$ cat config.mk
export PLATFORM = sky130hd
export DESIGN_NAME = keypad_scanner
export DESIGN_NICKNAME = d
export VERILOG_FILES = /design/src/rtl/keypad_scanner.sv
export SDC_FILE = /design/constraint.sdc
export NUM_CORES = 1
export LEC_CHECK = 0
export CORE_MARGIN = 10
export CORE_UTILIZATION = 61
export DETAILED_ROUTE_END_ITERATION = 12
export GPL_TIMING_DRIVEN = 1
export PLACE_DENSITY = 0.91
export SLEW_MARGIN = 5
export SYNTH_ARGS = -nofsm -noshare
export SYNTH_HDL_FRONTEND = slang
export SYNTH_SLANG_ARGS = --single-unit
$ cat constraint.sdc
create_clock -name clk -period 4.7 [get_ports clk]
set_input_delay 1.175 -clock clk [delete_from_list [all_inputs] [get_ports clk]]
set_output_delay 1.175 -clock clk [all_outputs]
set_load 0.03 [all_outputs]
$ cat src/rtl/keypad_scanner.sv
// 4x4 matrix keypad scanner: rotates a one-cold column drive, debounces the
// synchronized rows, and emits a key position with a one-cycle write strobe.
module keypad_scanner #(
    parameter int SCAN_DIV       = 50000,
    parameter int DEBOUNCE_TICKS = 4
) (
    input  logic       clk,
    input  logic       rst,
    input  logic [3:0] fila,
    output logic [3:0] col,
    output logic [3:0] posicion,
    output logic       opr,
    output logic       key_held
);

    localparam int PW = (SCAN_DIV > 2) ? $clog2(SCAN_DIV) : 1;
    localparam int CW = (DEBOUNCE_TICKS > 1) ? $clog2(DEBOUNCE_TICKS + 1) : 1;
    localparam logic [PW-1:0] PRE_MAX  = PW'(SCAN_DIV - 1);
    localparam logic [CW-1:0] CNT_DONE = CW'(DEBOUNCE_TICKS);
    localparam logic [CW-1:0] CNT_ONE  = CW'(1);

    typedef enum logic [1:0] {
        SCAN,
        DEBOUNCE,
        HELD
    } state_t;

    state_t        state, state_n;
    logic [PW-1:0] prescaler;
    logic          tick;
    logic [3:0]    sync1, rs;
    logic [CW-1:0] count, count_n, cnt_inc;
    logic [1:0]    cand_row, cand_row_n;
    logic [1:0]    cand_col, cand_col_n;
    logic [3:0]    col_n, col_rot, posicion_n;
    logic          opr_n, key_held_n;
    logic [3:0]    row_low, cand_pattern;
    logic          row_single;
    logic [1:0]    row_idx, col_idx;

    // Rows are asynchronous to clk; reset to 1111 so the scanner starts idle.
    always_ff @(posedge clk) begin
        if (rst) begin
            sync1 <= 4'b1111;
            rs    <= 4'b1111;
        end else begin
            sync1 <= fila;
            rs    <= sync1;
        end
    end

    always_ff @(posedge clk) begin
        if (rst || tick) begin
            prescaler <= '0;
        end else begin
            prescaler <= prescaler + PW'(1);
        end
    end

    assign tick = (prescaler == PRE_MAX);

    // Exactly one row pulled low; two or more means ghosting or multi-key.
    assign row_low    = ~rs;
    assign row_single = (row_low != 4'd0) && ((row_low & (row_low - 4'd1)) == 4'd0);

    always_comb begin
        row_idx = 2'd0;
        case (rs)
            4'b1110: row_idx = 2'd0;
            4'b1101: row_idx = 2'd1;
            4'b1011: row_idx = 2'd2;
            4'b0111: row_idx = 2'd3;
            default: row_idx = 2'd0;
        endcase
    end

    always_comb begin
        col_idx = 2'd0;
        case (col)
            4'b1110: col_idx = 2'd0;
            4'b1101: col_idx = 2'd1;
            4'b1011: col_idx = 2'd2;
            4'b0111: col_idx = 2'd3;
            default: col_idx = 2'd0;
        endcase
    end

    assign col_rot      = {col[2:0], col[3]};
    assign cand_pattern = ~(4'b0001 << cand_row);
    assign cnt_inc      = count + CNT_ONE;

    // NOTE: every next-state value gets its hold default first, so no path
    // through the case statement can infer a latch.
    always_comb begin
        state_n    = state;
        col_n      = col;
        count_n    = count;
        cand_row_n = cand_row;
        cand_col_n = cand_col;
        posicion_n = posicion;
        opr_n      = 1'b0;
        key_held_n = key_held;

        case (state)
            SCAN: begin
                if (tick) begin
                    if (row_single) begin
                        cand_row_n = row_idx;
                        cand_col_n = col_idx;
                        if (CNT_ONE == CNT_DONE) begin
                            posicion_n = {row_idx, col_idx};
                            opr_n      = 1'b1;
                            key_held_n = 1'b1;
                            count_n    = '0;
                            state_n    = HELD;
                        end else begin
                            count_n = CNT_ONE;
                            state_n = DEBOUNCE;
                        end
                    end else begin
                        col_n = col_rot;
                    end
                end
            end

            DEBOUNCE: begin
                if (tick) begin
                    if (rs == cand_pattern) begin
                        if (cnt_inc == CNT_DONE) begin
                            // {row, col} is exactly 4*row + col.
                            posicion_n = {cand_row, cand_col};
                            opr_n      = 1'b1;
                            key_held_n = 1'b1;
                            count_n    = '0;
                            state_n    = HELD;
                        end else begin
                            count_n = cnt_inc;
                        end
                    end else begin
                        count_n = '0;
                        col_n   = col_rot;
                        state_n = SCAN;
                    end
                end
            end

            HELD: begin
                if (tick) begin
                    if (rs == 4'b1111) begin
                        if (cnt_inc == CNT_DONE) begin
                            key_held_n = 1'b0;
                            count_n    = '0;
                            col_n      = col_rot;
                            state_n    = SCAN;
                        end else begin
                            count_n = cnt_inc;
                        end
                    end else begin
                        count_n = '0;
                    end
                end
            end

            default: begin
                state_n = SCAN;
            end
        endcase
    end

    // NOTE: sequential state uses non-blocking assignments so every register
    // samples the pre-edge value of the others.
    always_ff @(posedge clk) begin
        if (rst) begin
            state    <= SCAN;
            col      <= 4'b1110;
            count    <= '0;
            cand_row <= 2'd0;
            cand_col <= 2'd0;
            posicion <= 4'd0;
            opr      <= 1'b0;
            key_held <= 1'b0;
        end else begin
            state    <= state_n;
            col      <= col_n;
            count    <= count_n;
            cand_row <= cand_row_n;
            cand_col <= cand_col_n;
            posicion <= posicion_n;
            opr      <= opr_n;
            key_held <= key_held_n;
        end
    end

endmodule

* After elaboration in Yosys (flattened, before gate mapping)
Index checks and enable logic that the tools add are counted.
** Operators by class
- $add $sub $neg :: 3
- Eq/ne operators :: 23
- Shift-type cells :: 1
- Muxes and demuxes :: 35
- Bitwise gates (word level) :: 6
- Reductions and logical operators :: 14
** Operator list (number)
- 4-bit 2-to-1 mux :: 7
- 3-bit 2-to-1 mux :: 7
- 4-bit equality test (second input constant) :: 5
- 2-bit != test (second input constant) :: 10
- 2-bit case mux with 3 select lines :: 3
- 16-bit by 1-bit adder with 16-bit output (second input constant) :: 1
- 16-bit equality test (second input constant) :: 1
- 2-bit 2-to-1 mux :: 8
- 7-bit AND reduction :: 2
- 4-bit case mux with 3 select lines :: 1
- 3-bit case mux with 3 select lines :: 1
- 4-bit by 3-bit equality test with 1-bit output (second input constant) :: 2
- 4-bit inverter :: 2
- 8-bit AND reduction :: 1
- 1-bit 2-to-1 mux :: 7
- 5-bit AND reduction :: 1
- 4-bit bitwise AND :: 1
- 4-bit equality test :: 1
- 4-bit logical NOT :: 1
- 4-bit AND reduction :: 1
- 4-bit nonzero test :: 1
- 4-bit OR reduction :: 1
- 1-bit by 2-bit << shifter with 4-bit output (first input constant) :: 1
- 4-bit by 1-bit subtractor with 4-bit output (second input constant) :: 1
- other kinds (13) :: 15
** Word-level totals
- Register bits after elaboration :: 43
- Output and inout port bits :: 10
- Word-level logic and storage cells :: 93

* Depth between registers and ports, before layout
Gate-level depths: netlist of run 1.
- Depth in word-level cells :: 8
- Mapped depth :: 8
- Mapped depth without buffers :: 8

* Least setup slack after synthesis of run 1
Ideal clock, no wire load.
- Path type :: input to register
- From :: in rst
- To :: reg count[2]
- Arrival time :: 1947 ps
- Data required time :: 4628 ps
- Slack :: 2682 ps
- Cell stages on the path :: 5
- Cells stage by stage :: nand2b_1 -> or3_1 -> nor4_1 -> a2bb2oi_1 -> mux2i_1
** RTL lines
- start, declared :: line 8 : input logic rst,
- end signal, assigned :: line 185 : count <= count_n;
- end, declared :: line 32 : logic [CW-1:0] count, count_n, cnt_inc;

* Worst setup path after layout of run 1
- From :: reg col[1]
- To :: out col[1]
** RTL lines
- start, declared :: line 10 : output logic [3:0] col,
- start signal, assigned :: line 184 : col <= col_n;
No word-level cell between the ends.

==> impl_metrics.csv, run 1 <==
group,metric,value,unit
die,chipWidth,76.70,µm
clocking,ctsResizeCount,0,
cells_and_area,n_antenna_cell,0,
routing,wl,3.754,mm
global_route,overflow,0,
routing,vias,1548,
setup_path,cp_cell_sequence,"clkdlybuf4s50_1",
clocking,clk_pin_slew,0.13,ns
clocking,cts_sinks,43,
sta,final-hold-violation-count,0,
status,run_status,"completed",
sta,max_freq,371.9,MHz
synthesis,ys_seq_elements,43,
clocking,numCtsBuffers,5,
synthesis,synthDistinctLibCells,39,
clocking,cts_tree,"yes",
cells_and_area,drive_gt1_frac,0.1026,
synthesis,syn-num-nets,228,
power_and_ir_drop,powerDensity,263.7,mW/mm²
setup_path,startpoint_type,"register",
setup_path,crit_path_end_kind,"output pin",
die,row_count,20,
placed_design,hpwl,2.620,mm
global_route,grt_pass1_vias,1482,
setup_path,critical_path_buf_inv_count,1,
synthesis,avgSynthCellArea,9.119,µm²
setup_path,crit_family,"buffers and inverters",
die,initial_core_util,0.6422,
sta,tns,0,ns
setup_path,path_class,"reg2out",
cells_and_area,final_nets,246,
synthesis,seq_area_frac_synth,0.4391,
routing,ant_nets,0,
placed_design,portBuffers,15,
synthesis,ys_warn_count,0,
sta,slew_violations,0,
setup_path,cp.arrival,1.51,ns
clocking,clk_path_buf_depth,2,
die,chipHeight,76.70,µm
cells_and_area,final_area,0.002206,mm²
job,drv_cap,0,
clocking,cts_setup_buffers,0,
placed_design,place.gp.congestion,0.7734,
sta,period_share,0.5721,
hold_path,hold_class,"reg2reg",
setup_path,slowest_stage,"clkdlybuf4s50_1",
global_route,grt_max_degree,34,
global_route,grt_pass1_wl,6.520,mm
power_and_ir_drop,cellLeakagePower,0.7766,nW
cells_and_area,register_area,860.8,µm²
routing,drcViolationCount,0,
global_route,grt_use_total,0.1312,
setup_path,worstPathMaxFanout,5,
clocking,hold_buffers,0,
clocking,cts_htree_levels,2,
die,ios,16,
clocking,insertion_delay,0.37,ns
power_and_ir_drop,ir_drop,0.2082,mV
sta,setup_violations,0,
setup_path,required,3.52,ns
die,coreArea,0.003053,mm²
setup_path,cpPeakStageDelay,0.71,ns
die,die_area,0.005882,mm²
synthesis,syn-instance-count,215,
routing,wl_per_cell,13.50,µm
sta,tightest_slew,0.6037,ns
global_route,antenna_found_initial,0,
sta,slew_headroom,0.5933,
routing,drt_iter0_drc,226,
sta,clock_skew,0.005409,ns
cells_and_area,fillerInstances,240,
synthesis,syn_area,0.001961,mm²
sta,post-route-min-period,2.689,ns
clocking,cts_root_buffer,"clkbuf_4",
sta,rsz0062_at_grt,"false",
routing,vias_per_cell,5.568,
cells_and_area,multi_input_area,0.001056,mm²
sta,hold_slack,0.4287,ns
placed_design,postPlaceCellArea,0.002152,mm²
cells_and_area,syn_to_final_growth,12.51,%
routing,dr.pass1.iters,4,
-- cell usage in the layout (no fill, tap or decap), types with 2 or more instances in the layout --
cell / synthesis / layout
dfxtp_1: 43 / 43
nor2_1: 31 / 31
clkdlybuf4s50_1: 0 / 15
xor2_1: 12 / 12
nand2_1: 10 / 10
a21oi_1: 10 / 10
nand3_1: 9 / 9
mux2i_1: 8 / 8
or2_2: 8 / 8
xnor2_1: 7 / 7
o21ai_0: 7 / 7
ha_1: 7 / 7
inv_1: 6 / 6
nor3_1: 6 / 6
nand2b_1: 5 / 5
clkbuf_4: 0 / 5
nor4_1: 4 / 4
and3_1: 4 / 4
nand3b_1: 4 / 4
nand4_1: 4 / 4
and4_1: 3 / 3
or3_1: 2 / 2
or3b_1: 2 / 2
a21oi_2: 2 / 2
nor3_2: 2 / 2
a211oi_1: 2 / 2
-- stage by stage --
step	instances	worst slack, ns	util	power [mW]
finish	278	2.011	0.7225	0.5816
global placement	270	1.988	0.7049	0.4079
global route	278	1.940	0.7225	0.6029
floorplan	215	2.682	-	0.4005
CTS	278	1.985	0.7225	0.5850
detailed placement	270	1.891	0.7049	0.4085
-- report_power, final --
| part | leakage, nW | internal [mW] | switching [mW] |
|---|---|---|---|
| logic | 0.399 | 0.0127 | 0.0136 |
| clock network | 0.0282 | 0.0578 | 0.123 |
| registers | 0.349 | 0.370 | 0.00452 |
-- synthesized netlist by cell type (all sizes together) --
master   number  area share
dfxtp        43        0.44
nor2         31       0.059
a21oi        12       0.034
xor2         12       0.054
nand2        10       0.019
nand3         9       0.023
nor3          9       0.034
o21ai         9       0.025
mux2i         8       0.041
or2           8       0.026
ha            7       0.045
xnor2         7       0.031
inv           6       0.011
nand2b        5       0.016
and3          4       0.013
clkbuf        4      0.0083
nand3b        4       0.015
nand4         4       0.013
nor4          4       0.013
and4          3       0.013
a211oi        2      0.0077
a31oi         2      0.0096
nand4b        2       0.012
or3           2      0.0064
or3b          2      0.0089
a2bb2oi       1      0.0045
a311oi        1      0.0045
and2          1      0.0032
buf           1      0.0026
nor3b         1      0.0038
o41ai         1      0.0045
-- state kept, by name, indices dropped and copies added (netlist names) --
| signal | cells |
|---|---|
| prescaler | 16 |
| col | 4 |
| posicion | 4 |
| rs | 4 |
| sync1 | 4 |
| count | 3 |
| cand_col | 2 |
| cand_row | 2 |
| state | 2 |
| key_held | 1 |
| opr | 1 |
-- final timing paths --
check                                  start       endpoint  slack, ns  cells past startpoint
worst max-delay path                  col[1]         col[1]       2.01                      1
worst max register to register  prescaler[0]  prescaler[15]       2.62                      6
worst min register to register      sync1[1]          rs[1]       0.43                      1
worst min-delay path                sync1[1]          rs[1]       0.43                      1
-- layer usage --
metal	global-route usage	part of all wire	up-vias
li1	-	-	785
met3	0.04545	0.058	6
met1	0.1422	0.42	714
met5	0	0	-
met2	0.2226	0.50	43
met4	0.06320	0.016	0
-- cells by family after synthesis --
family | count (synthesis) | synth area share
XOR/XNOR | 19 | 0.08488
flip-flops | 43 | 0.4391
buffers and inverters | 11 | 0.02233
multiplexers | 8 | 0.04084
AO/OA/AOI/OAI | 28 | 0.08998
adder cells (fa/ha/maj) | 7 | 0.04467
AND/OR/NAND/NOR | 99 | 0.2782
-- cell type report --
type / count / area share
multi-input cells: 161 / 0.4787
flip-flops and latches: 43 / 0.3902
repair buffers: 16 / 0.07147
well taps: 44 / 0.02496
clock buffers: 6 / 0.01872
inverters: 6 / 0.01021
clock inverters: 2 / 0.005672
(Power assumes the default switching activity.)
==> run 2, diff against run 1 <==
- CORE_UTILIZATION: 61 -> 51
- PLACE_DENSITY: 0.91 -> 0.82
- clock period: 4.7 -> 2.43 ns (I/O delays scaled with it)
==> impl_metrics.csv, run 2 (synthesis gave the netlist of run 1 again) <==
group,metric,value,unit
clocking,ctsResizeCount,0,
sta,clock_skew,0.004515,ns
routing,dr.pass1.iters,4,
die,initial_core_util,0.5315,
die,coreArea,0.003689,mm²
setup_path,crit_family,"buffers and inverters",
die,chipHeight,82.01,µm
power_and_ir_drop,ir_drop,0.5274,mV
setup_path,cp.arrival,1.42,ns
setup_path,slowest_stage,"clkdlybuf4s50_1",
die,row_count,22,
clocking,hold_buffers,0,
status,run_status,"completed",
clocking,clk_pin_slew,0.07,ns
routing,vias,1524,
clocking,cts_root_buffer,"clkbuf_8",
cells_and_area,drive_gt1_frac,0.1144,
routing,ant_nets,0,
sta,post-route-min-period,2.025,ns
routing,vias_per_cell,5.366,
power_and_ir_drop,pwr-share-clk,0.424,
sta,setup_violations,0,
clocking,cts_htree_levels,2,
sta,max_freq,493.7,MHz
clocking,numCtsBuffers,5,
global_route,grt_pass1_vias,1424,
power_and_ir_drop,cellLeakagePower,0.8189,nW
global_route,grt_max_degree,33,
sta,hold_slack,0.4106,ns
routing,drt_iter0_drc,79,
sta,slew_violations,0,
sta,period_share,0.8335,
cells_and_area,final_nets,248,
sta,final-hold-violation-count,0,
global_route,overflow,0,
clocking,cts_tree,"yes",
cells_and_area,largest_register_ffs,16,
placed_design,hpwl,2.603,mm
cells_and_area,regMostFlops,"prescaler",
sta,slew_headroom,0.6828,
power_and_ir_drop,seqPwrFrac,0.536,
power_and_ir_drop,combinationalPowerShare,0.041,
cells_and_area,final_cell_mix,"dfxtp_1, nor2_1, clkdlybuf4s50_1, xor2_1",
cells_and_area,layout_commonest_cell,"dfxtp_1",
setup_path,crit_path_end_kind,"output pin",
setup_path,required,1.82,ns
sta,tns,0,ns
routing,wl_per_cell,12.93,µm
routing,wl,3.673,mm
setup_path,r2r_slack,0.42,ns
die,chipWidth,82.01,µm
clocking,insertion_delay,0.30,ns
cells_and_area,fillerInstances,303,
setup_path,cpPeakStageDelay,0.71,ns
power_and_ir_drop,switching_share,0.2044,
routing,drcViolationCount,0,
global_route,grt_pass1_wl,6.568,mm
global_route,antenna_found_initial,0,
cells_and_area,n_antenna_cell,0,
power_and_ir_drop,internal_power,1.075,mW
placed_design,place.gp.congestion,0.8408,
sta,rsz0062_at_grt,"false",
setup_path,worstPathMaxFanout,5,
global_route,grt_use_total,0.1216,
sta,tightest_slew,0.4748,ns
placed_design,portBuffers,15,
die,ios,16,
setup_path,path_class,"reg2out",
setup_path,startpoint_type,"register",
hold_path,hold_class,"reg2reg",
power_and_ir_drop,powerDensity,590.0,mW/mm²
die,die_area,0.006725,mm²
clocking,clk_path_buf_depth,2,
power_and_ir_drop,p_switching,0.2761,mW
clocking,cts_setup_buffers,0,
setup_path,critical_path_buf_inv_count,1,
job,drv_cap,0,
cells_and_area,syn_to_final_growth,16.78,%
clocking,cts_sinks,43,
setup_path,cp_cell_sequence,"clkdlybuf4s50_1",
==> run 2: cell types whose count changed in the layout (fill, tap and decap cells not counted), sizes merged <==
| cell | previous run | this run |
|---|---|---|
| buf | 1 | 3 |
| bufinv | 0 | 1 |
| clkinvlp | 1 | 0 |
==> run 2: cell type report <==
| cell class | count | area (µm²) | area share |
|---|---|---|---|
| clock inverter | 2 | 35.03 | 0.01530 |
| sequential | 43 | 860.8 | 0.3760 |
| tap | 48 | 60.06 | 0.02623 |
| inverter | 6 | 22.52 | 0.009836 |
| timing repair buffer | 18 | 172.7 | 0.07541 |
| clock buffer | 6 | 82.58 | 0.03607 |
| multi-input combinational | 161 | 1056 | 0.4612 |
==> run 2: metal layers <==
| metal | part of all wire | vias up | routed length [µm] | track usage |
|---|---|---|---|---|
| li1 | - | 789 | - | - |
| met1 | 0.47 | 701 | 1742 | 0.1579 |
| met2 | 0.46 | 28 | 1702 | 0.1842 |
| met3 | 0.047 | 6 | 173 | 0.04148 |
| met4 | 0.015 | 0 | 55 | 0.04082 |
| met5 | 0 | - | 0 | 0 |
==> run 2: per-stage QoR <==
stage	setup WS (ns)	area [µm²]	instances	util	power, mW
6_report	0.4046	2290	284	0.6208	1.351
5_1_grt	0.1685	2290	284	0.6208	1.401
4_1_cts	0.3832	2290	284	0.6208	1.362
3_5_place_dp	0.4053	2172	276	0.5889	0.7950
3_3_place_gp	0.3806	2172	276	0.5889	0.7935
2_1_floorplan	0.6897	1961	215	-	0.7746
==> run 2: path summary, 6_finish.rpt <==
kind,start,endpoint,depth (start not counted)
worst min register to register,sync1[2],rs[2],1
worst min-delay path,sync1[2],rs[2],1
worst max-delay path,col[1],col[1],1
worst max register to register,prescaler[0],count[2],7
==> run 2: power groups by stage <==
| stage | clock network (mW) | registers, mW | logic [mW] |
|---|---|---|---|
| floorplan | 0 | 0.738 | 0.0370 |
| global placement | 0 | 0.739 | 0.0545 |
| detailed placement | 0 | 0.740 | 0.0551 |
| CTS | 0.583 | 0.723 | 0.0554 |
| global route | 0.612 | 0.726 | 0.0627 |
| finish | 0.573 | 0.724 | 0.0550 |
==> run 3, diff against run 2 <==
- clock period: 2.43 -> 1.7 ns (I/O delays scaled with it)
==> impl_metrics.csv, run 3 (synthesis gave the netlist of run 1 again) <==
group,metric,value,unit
status,run_status,"finished, violations left",
status,violations,"setup timing",
hold_path,hold_class,"reg2reg",
cells_and_area,regMostFlops,"prescaler",
cells_and_area,final_util,0.7629,
setup_path,path_class,"reg2reg",
clocking,cts_tree,"yes",
setup_path,cpPeakStageDelay,0.38,ns
sta,hold_slack,0.4144,ns
clocking,hold_buffers,0,
clocking,cts_htree_levels,2,
die,die_area,0.006725,mm²
hold_path,hold_path_depth,1,
placed_design,dp.cells,315,
setup_path,required,1.91,ns
setup_path,rr_worst_depth,7,
sta,period_share,1.069,
power_and_ir_drop,ir_drop,0.4983,mV
placed_design,place.gp.congestion,0.8915,
job,drv_cap,0,
clocking,insertion_delay,0.30,ns
sta,rsz0062_at_grt,"true",
placed_design,portBuffers,15,
cells_and_area,fin_cells,326,
die,ios,16,
global_route,antenna_found_initial,0,
global_route,grt_pass1_vias,1706,
hold_path,min_to,"rs[2]",
cells_and_area,final_area,0.002814,mm²
global_route,grt_pass1_wl,7.383,mm
setup_path,cp_cell_sequence,"or3b_1 > a21oi_2 > o21ai_4 > buf_4 > a21oi_2 > nand4b_1 > mux2i_1",
power_and_ir_drop,powerDensity,646.3,mW/mm²
sta,clock_skew,0.01333,ns
sta,slew_headroom,0.7316,
routing,vias_per_cell,5.479,
routing,ant_nets,0,
routing,wl_per_cell,14.97,µm
setup_path,worst_r2r_endpoint,"count[2]",
power_and_ir_drop,cellLeakagePower,1.076,nW
cells_and_area,layout_commonest_cell,"buf_4",
setup_path,worstPathMaxFanout,6,
setup_path,startpoint_type,"register",
cells_and_area,syn_to_final_growth,43.52,%
cells_and_area,final_nets,290,
placed_design,hpwl,3.252,mm
die,coreArea,0.003689,mm²
sta,max_freq,550.4,MHz
cells_and_area,n_antenna_cell,0,
setup_path,crit-reg2reg-launch,"rs[2]",
setup_path,crit_path_end_kind,"register",
die,chipWidth,82.01,µm
clocking,cts_sinks,43,
hold_path,hp-start,"sync1[2]",
clocking,clk_pin_slew,0.09,ns
sta,final-hold-violation-count,0,
sta,tightest_slew,0.4005,ns
sta,tns,-0.6212,ns
placed_design,place_ws,-0.2031,ns
setup_path,slowest_stage,"or3b_1",
cells_and_area,drive_gt1_frac,0.3849,
routing,vias,1786,
die,chipHeight,82.01,µm
clocking,numCtsBuffers,5,
cells_and_area,final_cell_mix,"buf_4, dfxtp_1, nor2_1",
setup_path,r2r_slack,-0.12,ns
sta,setup_violations,12,
clocking,clk_path_buf_depth,2,
power_and_ir_drop,power,1.819,mW
sta,post-route-min-period,1.817,ns
routing,drcViolationCount,0,
die,initial_core_util,0.5315,
sta,layout_setup_ws,-0.1169,ns
global_route,overflow,0,
cells_and_area,largest_register_ffs,16,
clocking,cts_root_buffer,"clkbuf_8",
global_route,grt_max_degree,19,
setup_path,cp.arrival,2.02,ns
setup_path,crit_top_cell,"a21oi_2",
routing,wl,4.879,mm
sta,slew_violations,0,
placed_design,postPlaceCellArea,0.002480,mm²
global_route,grt_use_total,0.1368,
routing,dr.pass1.iters,4,
die,row_count,22,
routing,drt_iter0_drc,129,
[run 3: changes by cell type in the layout (fill, tap and decap cells not counted), sizes merged, moves of 2 or more]
cell | before | now
buf | 3 | 45
clkdlybuf4s50 | 15 | 5
dlygate4sd2 | 0 | 10
clkinvlp | 0 | 2
[run 3: area by class of cell]
cell class / count / area [µm²]
clock buffer: 5 / 68.82
clock inverter: 3 / 23.77
fill: 260 / 874.6
inverter: 6 / 22.52
multi-input combinational: 161 / 1266
sequential: 43 / 877.1
tap: 48 / 60.06
timing repair buffer: 60 / 495.5
[run 3: repair_timing]
| action | in CTS | in global routing |
|---|---|---|
| pin swaps | 6 | 14 |
| cloned | 0 | 0 |
| buffers inserted | 0 | 3 |
| hold endpoints to repair | 0 | 0 |
| resized for setup | 25 | 40 |
| endpoints found under the setup margin | 25 | 35 |
[run 3: layer usage]
layer,GRT usage,vias up,part of all wire
met2,0.2398,64,0.53
met5,0,-,0
met1,0.1573,836,0.38
met3,0.02729,15,0.060
met4,0.05952,0,0.028
li1,-,871,-
[run 3: worst max-delay path: cells and delay by family (launching register included)]
| family | cells | cell delay (ns) |
|---|---|---|
| compound gates | 3 | 0.47 |
| buf+inv | 1 | 0.16 |
| flops | 1 | 0.37 |
| mux | 1 | 0.20 |
| simple gates | 2 | 0.53 |
[run 3: how the worst max path moves through the flow]
stage,slack [ns],cells after the start,end,startpoint
after global routing,-0.20,6,posicion[2],rs[2]
after global placement,-0.07,6,count[2],rst
after CTS,-0.12,7,count[2],prescaler[12]
final,-0.12,7,count[2],rs[2]
after floorplan,0.002,7,posicion[0],prescaler[0]
after detailed placement,-0.20,6,count[2],rst
[run 3: power breakdown]
group	switching [mW]	internal, mW
Combinational	0.0603	0.0667
Sequential	0.00946	1.02
Clock	0.368	0.294
Total	0.437	1.38
